## src/rtl/fastclkdiv_seq_if.sv

```systemverilog
// Configuration channel for fastclkdiv_seq.
// Ports: cfg_valid/cfg_ready handshake, cfg_div, cfg_ntick, cfg_sync.
interface fastclkdiv_seq_if #(
    parameter int NBITS = 10,
    parameter int NCNT  = 16
);
    logic             cfg_valid;
    logic             cfg_ready;
    logic [NBITS-1:0] cfg_div;
    logic [NCNT-1:0]  cfg_ntick;
    logic             cfg_sync;

    modport master (
        output cfg_valid,
        output cfg_div,
        output cfg_ntick,
        output cfg_sync,
        input  cfg_ready
    );

    modport slave (
        input  cfg_valid,
        input  cfg_div,
        input  cfg_ntick,
        input  cfg_sync,
        output cfg_ready
    );
endinterface

```

## src/rtl/fastclkdiv_seq.sv

```systemverilog
// Burst/continuous tick sequencer around a split-carry down-counter divider.
// Ports: i_clk, i_rst (sync, active high), cfg (config handshake),
//   i_trig, i_stop, o_tick, o_tick_count, o_busy, o_done.

module fastclkdiv #(
    parameter int NBITS       = 10,
    parameter int NBITS_STAGE = 9
) (
    input  logic             i_clk,
    input  logic             i_rst,
    input  logic             i_en,
    input  logic             i_load,
    input  logic             i_autoreload_en,
    input  logic [NBITS-1:0] i_load_q,
    output logic             o_zero
);
    localparam int NHI = NBITS - NBITS_STAGE;

    logic [NBITS_STAGE-1:0] lo_q, lo_d;
    logic [NHI-1:0]         hi_q, hi_d;
    logic                   lo_zero_q, hi_zero_q;

    // The count is split in two stages so the low stage never waits on a
    // full-width borrow; the stage zero flags are registered.
    always_comb begin
        lo_d = lo_q;
        hi_d = hi_q;
        if (i_load) begin
            {hi_d, lo_d} = i_load_q;
        end else if (i_en) begin
            if (lo_zero_q && hi_zero_q) begin
                if (i_autoreload_en) begin
                    {hi_d, lo_d} = i_load_q;
                end
            end else if (lo_zero_q) begin
                lo_d = '1;
                hi_d = hi_q - NHI'(1);
            end else begin
                lo_d = lo_q - NBITS_STAGE'(1);
            end
        end
    end

    always_ff @(posedge i_clk) begin
        if (i_rst) begin
            lo_q      <= '0;
            hi_q      <= '0;
            lo_zero_q <= 1'b1;
            hi_zero_q <= 1'b1;
        end else begin
            lo_q      <= lo_d;
            hi_q      <= hi_d;
            lo_zero_q <= (lo_d == '0);
            hi_zero_q <= (hi_d == '0);
        end
    end

    assign o_zero = i_en & lo_zero_q & hi_zero_q;
endmodule

module fastclkdiv_seq #(
    parameter int NBITS       = 10,
    parameter int NBITS_STAGE = 9,
    parameter int NCNT        = 16
) (
    input  logic                  i_clk,
    input  logic                  i_rst,
    fastclkdiv_seq_if.slave       cfg,
    input  logic                  i_trig,
    input  logic                  i_stop,
    output logic                  o_tick,
    output logic [NCNT-1:0]       o_tick_count,
    output logic                  o_busy,
    output logic                  o_done
);
    localparam logic [1:0] S_IDLE = 2'd0;
    localparam logic [1:0] S_LOAD = 2'd1;
    localparam logic [1:0] S_ARM  = 2'd2;
    localparam logic [1:0] S_RUN  = 2'd3;

    logic [1:0]       state_q;
    logic [NBITS-1:0] div_q;
    logic [NCNT-1:0]  ntick_q;
    logic [NCNT-1:0]  cnt_q;
    logic             sync_q;
    logic             done_q;
    logic             div_zero;
    logic             last_tick;

    fastclkdiv #(
        .NBITS       (NBITS),
        .NBITS_STAGE (NBITS_STAGE)
    ) u_div (
        .i_clk           (i_clk),
        .i_rst           (i_rst),
        .i_en            (state_q == S_RUN),
        .i_load          (state_q == S_LOAD),
        .i_autoreload_en (state_q == S_RUN),
        .i_load_q        (div_q),
        .o_zero          (div_zero)
    );

    // Tick that brings the count up to ntick ends a bounded run.
    assign last_tick = (ntick_q != '0) && (cnt_q == ntick_q - NCNT'(1));

    always_ff @(posedge i_clk) begin
        if (i_rst) begin
            state_q <= S_IDLE;
            div_q   <= '0;
            ntick_q <= '0;
            sync_q  <= 1'b0;
            cnt_q   <= '0;
            done_q  <= 1'b0;
        end else begin
            done_q <= 1'b0;
            unique case (state_q)
                S_IDLE: begin
                    if (cfg.cfg_valid) begin
                        div_q   <= cfg.cfg_div;
                        ntick_q <= cfg.cfg_ntick;
                        sync_q  <= cfg.cfg_sync;
                        cnt_q   <= '0;
                        state_q <= S_LOAD;
                    end
                end
                S_LOAD: begin
                    state_q <= sync_q ? S_ARM : S_RUN;
                end
                S_ARM: begin
                    if (i_stop) begin
                        state_q <= S_IDLE;
                    end else if (i_trig) begin
                        state_q <= S_RUN;
                    end
                end
                S_RUN: begin
                    if (div_zero) begin
                        cnt_q <= cnt_q + NCNT'(1);
                    end
                    if (i_stop) begin
                        state_q <= S_IDLE;
                    end else if (div_zero && last_tick) begin
                        state_q <= S_IDLE;
                        done_q  <= 1'b1;
                    end
                end
                default: state_q <= S_IDLE;
            endcase
        end
    end

    // Everything is held low while reset is asserted.
    assign cfg.cfg_ready = (state_q == S_IDLE) & ~i_rst;
    assign o_busy        = (state_q != S_IDLE) & ~i_rst;
    assign o_tick        = div_zero & ~i_rst;
    assign o_done        = done_q & ~i_rst;
    assign o_tick_count  = i_rst ? '0 : cnt_q;
endmodule

```

## src/flat_wrapper.sv

```systemverilog
// flat-port wrapper written by rule: the top's interface ports become plain ports
module fastclkdiv_seq_flat 
#(
    parameter int NBITS       = 10,
    parameter int NBITS_STAGE = 9,
    parameter int NCNT        = 16
)
  (i_clk, i_rst, i_trig, i_stop, o_tick, o_tick_count, o_busy, o_done, cfg_cfg_valid, cfg_cfg_div, cfg_cfg_ntick, cfg_cfg_sync, cfg_cfg_ready);
  fastclkdiv_seq_if #(.NBITS(NBITS), .NCNT(NCNT)) cfg_i ();
  input  logic i_clk;
  input  logic i_rst;
  input  logic i_trig;
  input  logic i_stop;
  output logic o_tick;
  output logic [NCNT-1:0] o_tick_count;
  output logic o_busy;
  output logic o_done;
  input wire logic [$bits(cfg_i.cfg_valid)-1:0] cfg_cfg_valid;
  input wire logic [$bits(cfg_i.cfg_div)-1:0] cfg_cfg_div;
  input wire logic [$bits(cfg_i.cfg_ntick)-1:0] cfg_cfg_ntick;
  input wire logic [$bits(cfg_i.cfg_sync)-1:0] cfg_cfg_sync;
  output wire logic [$bits(cfg_i.cfg_ready)-1:0] cfg_cfg_ready;
  assign cfg_i.cfg_valid = cfg_cfg_valid;
  assign cfg_i.cfg_div = cfg_cfg_div;
  assign cfg_i.cfg_ntick = cfg_cfg_ntick;
  assign cfg_i.cfg_sync = cfg_cfg_sync;
  assign cfg_cfg_ready = cfg_i.cfg_ready;
  fastclkdiv_seq #(.NBITS(NBITS), .NBITS_STAGE(NBITS_STAGE), .NCNT(NCNT)) u_core (.i_clk(i_clk), .i_rst(i_rst), .cfg(cfg_i), .i_trig(i_trig), .i_stop(i_stop), .o_tick(o_tick), .o_tick_count(o_tick_count), .o_busy(o_busy), .o_done(o_done));
endmodule
```

## config.mk

```make
export PLATFORM = sky130hd
export DESIGN_NAME = fastclkdiv_seq_flat
export DESIGN_NICKNAME = d
export VERILOG_FILES = /design/src/rtl/fastclkdiv_seq_if.sv /design/src/rtl/fastclkdiv_seq.sv /design/src/flat_wrapper.sv
export SDC_FILE = /design/constraint.sdc
export NUM_CORES = 1
export LEC_CHECK = 0
export CORE_MARGIN = 2
export CORE_UTILIZATION = 55
export CTS_CLUSTER_SIZE = 20
export DETAILED_ROUTE_END_ITERATION = 12
export PLACE_DENSITY_LB_ADDON = 0.15
export SYNTH_ARGS = -nofsm -noshare
export SYNTH_HDL_FRONTEND = slang
export SYNTH_SLANG_ARGS = --single-unit
```

## constraint.sdc

```tcl
create_clock -name i_clk -period 7.5 [get_ports i_clk]
set_input_delay 1.5 -clock i_clk [delete_from_list [all_inputs] [get_ports i_clk]]
set_output_delay 1.5 -clock i_clk [all_outputs]
set_load 0.02 [all_outputs]
```

==> impl_metrics.py <==
metrics = {
    "outcome": {
        "status": "complete, no violations",
    },
    "sta": {
        "fin_skew_ns": 0.00473,
        "fmax_ghz": 0.231,
        "tightestPinTransition_ns": 0.836,
        "setup_viol": 0,
        "rsz0062_at_grt": "false",
        "maxSlewViolCount": 0,
        "setup-tns-final_ns": 0,
        "hold_viol": 0,
        "period_needed_ns": 4.33,
        "slew_headroom_pct": 44.2,
        "fin_crit_sh_pct": 57.7,
        "finalHoldWorstSlack_ns": 0.462,
    },
    "final_layout": {
        "drive_gt1_share_pct": 6.93,
        "nNetsFinal": 493,
        "fillCellCount": 500,
        "n_antenna_cell": 0,
        "final_core_util_pct": 70.2,
        "final_cell_count_no_fill": 534,
        "syn_to_final_growth_pct": 21.4,
    },
    "power": {
        "ir_drop_mv": 0.135,
        "leakagePower_nw": 1.37,
        "powerDensity_mw_per_mm2": 226,
    },
    "synth": {
        "async_reset_ff_share_pct": 0,
        "syn_nets": 454,
        "synth_seq_cells": 58,
        "synth.top_cells.by_area": "dfxtp_1 36%, nand2_1 7.9%, a21oi_1 6.3%, nor2_1 5.8%, nor2b_1 5.2%",
        "ys_types": 55,
        "ys_seq_area_share_pct": 35.8,
        "synth_edf_count": 0,
        "synth_largest_area_cell": "dfxtp_1",
        "syn_area_sq_mm": 0.00324,
        "yosys-top-cells-count": "68 x nand2_1, 58 x dfxtp_1, 50 x nor2_1",
        "yosysMostFrequentCell": "nand2_1",
        "syn_area_per_cell_sq_um": 7.76,
        "synth_flop_cell": "dfxtp_1",
        "synth_warnings": 0,
        "synth_top_area_share_pct": 35.8,
        "synth_cells": 418,
    },
    "cts": {
        "cts-buffers-inserted": 9,
        "cts_tree": "yes",
        "root_buffer": "clkbuf_8",
        "postCtsSetupBuffers": 0,
        "cts_hold_buf": 0,
        "cts_buffer_depth": 2,
        "numClockSinks": 58,
        "worstSkewPairLatency_ns": 0.35,
        "clk_pin_slew_ns": 0.07,
        "cts.htree.levels": 3,
        "cts_resized": 0,
    },
    "die": {
        "die_area_sq_mm": 0.00652,
        "rows": 27,
        "core-area_sq_mm": 0.00561,
        "start_util_pct": 57.8,
        "fp.dieW_um": 80.8,
        "dieHeight_um": 80.8,
        "io_pins": 52,
    },
    "critical_path": {
        "worst-r2r-setup-slack_ns": 4.51,
        "start_kind": "primary input",
        "crit_arrival_ns": 2.83,
        "cp_max_fo": 49,
        "end_kind": "primary output",
        "r2r-start": "u_core.state_q[0]",
        "worst-r2r-cell-count": 6,
        "required_ns": 6.00,
        "crit_type": "primary input to primary output",
        "rr_endpoint": "u_core.state_q[0]",
    },
    "routing": {
        "drcViolationCount": 0,
        "dr.first_iter.drc_count": 182,
        "wl_per_cell_um": 14.0,
        "via_per_inst": 5.60,
        "wl_um": 7470,
        "vias": 2988,
        "dr.pass1.iters": 4,
        "postRouteAntennaNets": 0,
    },
    "global_route": {
        "grt.total_usage_pct": 24.7,
        "grt_pass1_wl_um": 12400,
        "antenna_found_initial": 0,
        "grt_pass1_vias": 2615,
        "overflow": 0,
        "grt_max_degree": 50,
    },
    "min_path": {
        "hold_end": "u_core.div_q[9]",
        "hold_path_startpoint": "u_core.div_q[9]",
        "worst_hold_path_type": "flop to flop",
        "timing.hold.worst_path_depth": 2,
    },
    "place": {
        "dpl.cell_count": 518,
        "dp_hpwl_um": 5270,
        "numPortBuffers": 51,
        "place.gp.congestion": 0.858,
    },
    "run": {
        "drv_cap": 0,
    },
}
-- placed cells by master, fill, tap and decap left out, types with 3 or more instances in the layout --
master,n
xor2_1,14
a21oi_1,41
nor2_1,50
o21ai_0,8
nand2b_1,5
xnor2_1,19
dfxtp_1,58
ha_1,4
nand3b_1,3
nor3_1,15
clkbuf_8,9
nand2_1,68
or4_1,3
nand4_1,9
and4_1,3
a31oi_1,5
inv_1,7
nand3_1,11
or3_1,3
clkdlybuf4s50_1,50
nor2b_1,27
-- worst max-delay path by stage --
stage / start / endpoint / slack (ns) / cells after the start
6_report: i_rst / o_tick_count[15] / 3.17 / 3
5_1_grt: i_rst / o_tick_count[15] / 3.06 / 3
4_1_cts: i_rst / o_tick_count[15] / 3.16 / 3
3_5_place_dp: i_rst / o_tick_count[15] / 3.16 / 3
3_3_place_gp: i_rst / o_tick / 3.18 / 3
2_1_floorplan: i_rst / cfg_cfg_ready / 3.73 / 3
-- cells by family (layout without fill, tap and decap cells) --
kind of cell | count (synthesis) | in the layout | synth area share (%)
fa+ha+maj | 4 | 4 | 1.54
mux | 3 | 3 | 0.965
compound gates | 71 | 71 | 13.8
flops | 58 | 58 | 35.8
simple gates | 217 | 217 | 34.0
xor+xnor | 33 | 33 | 8.92
buf+inv | 32 | 76 | 4.94
-- sequential cells by signal, indices dropped and copies added, names as in the netlist --
register / count
u_core.cnt_q: 16
u_core.div_q: 10
u_core.done_q: 1
u_core.ntick_q: 16
u_core.state_q: 2
u_core.sync_q: 1
u_core.u_div.hi_q: 1
u_core.u_div.hi_zero_q: 1
u_core.u_div.lo_q: 9
u_core.u_div.lo_zero_q: 1
-- report_power, final --
part	switching [W]	total (W)	internal [W]
Sequential	0.0000356	0.000367	0.000332
Clock	0.000131	0.000317	0.000186
Combinational	0.000111	0.000205	0.0000940
Total	0.000278	0.000890	0.000612
-- routing by layer --
layer	up-vias	part of all wire [%]	global-route usage, %
met4	0	2.1	10.2
met3	13	6.1	4.67
li1	1513	-	-
met1	1360	51	36.9
met5	-	0	0
met2	102	41	34.8
-- worst max-delay path, cell delays in order --
cell	delay, ns
buf_2	0.64
nor2b_1	0.11
clkdlybuf4s50_1	0.57
-- per-stage QoR --
| stage | cell area, sq um | worst slack [ns] | total power (W) |
|---|---|---|---|
| detailed placement | 3720 | 3.16 | 0.000575 |
| finish | 3940 | 3.17 | 0.000890 |
| global route | 3940 | 3.06 | 0.000933 |
| floorplan | 3240 | 3.73 | 0.000526 |
| global placement | 3720 | 3.18 | 0.000570 |
| CTS | 3940 | 3.16 | 0.000890 |
-- layout make-up --
class | count | area (sq um) | share of cell area [%]
Clock buffer | 9 | 124 | 3.15
Multi-Input combinational cell | 328 | 1920 | 48.8
Sequential cell | 58 | 1160 | 29.5
Timing Repair Buffer | 53 | 520 | 13.2
Clock inverter | 7 | 93.8 | 2.38
Inverter | 7 | 26.3 | 0.668
Tap cell | 72 | 90.1 | 2.29
(Power assumes the default switching activity.)
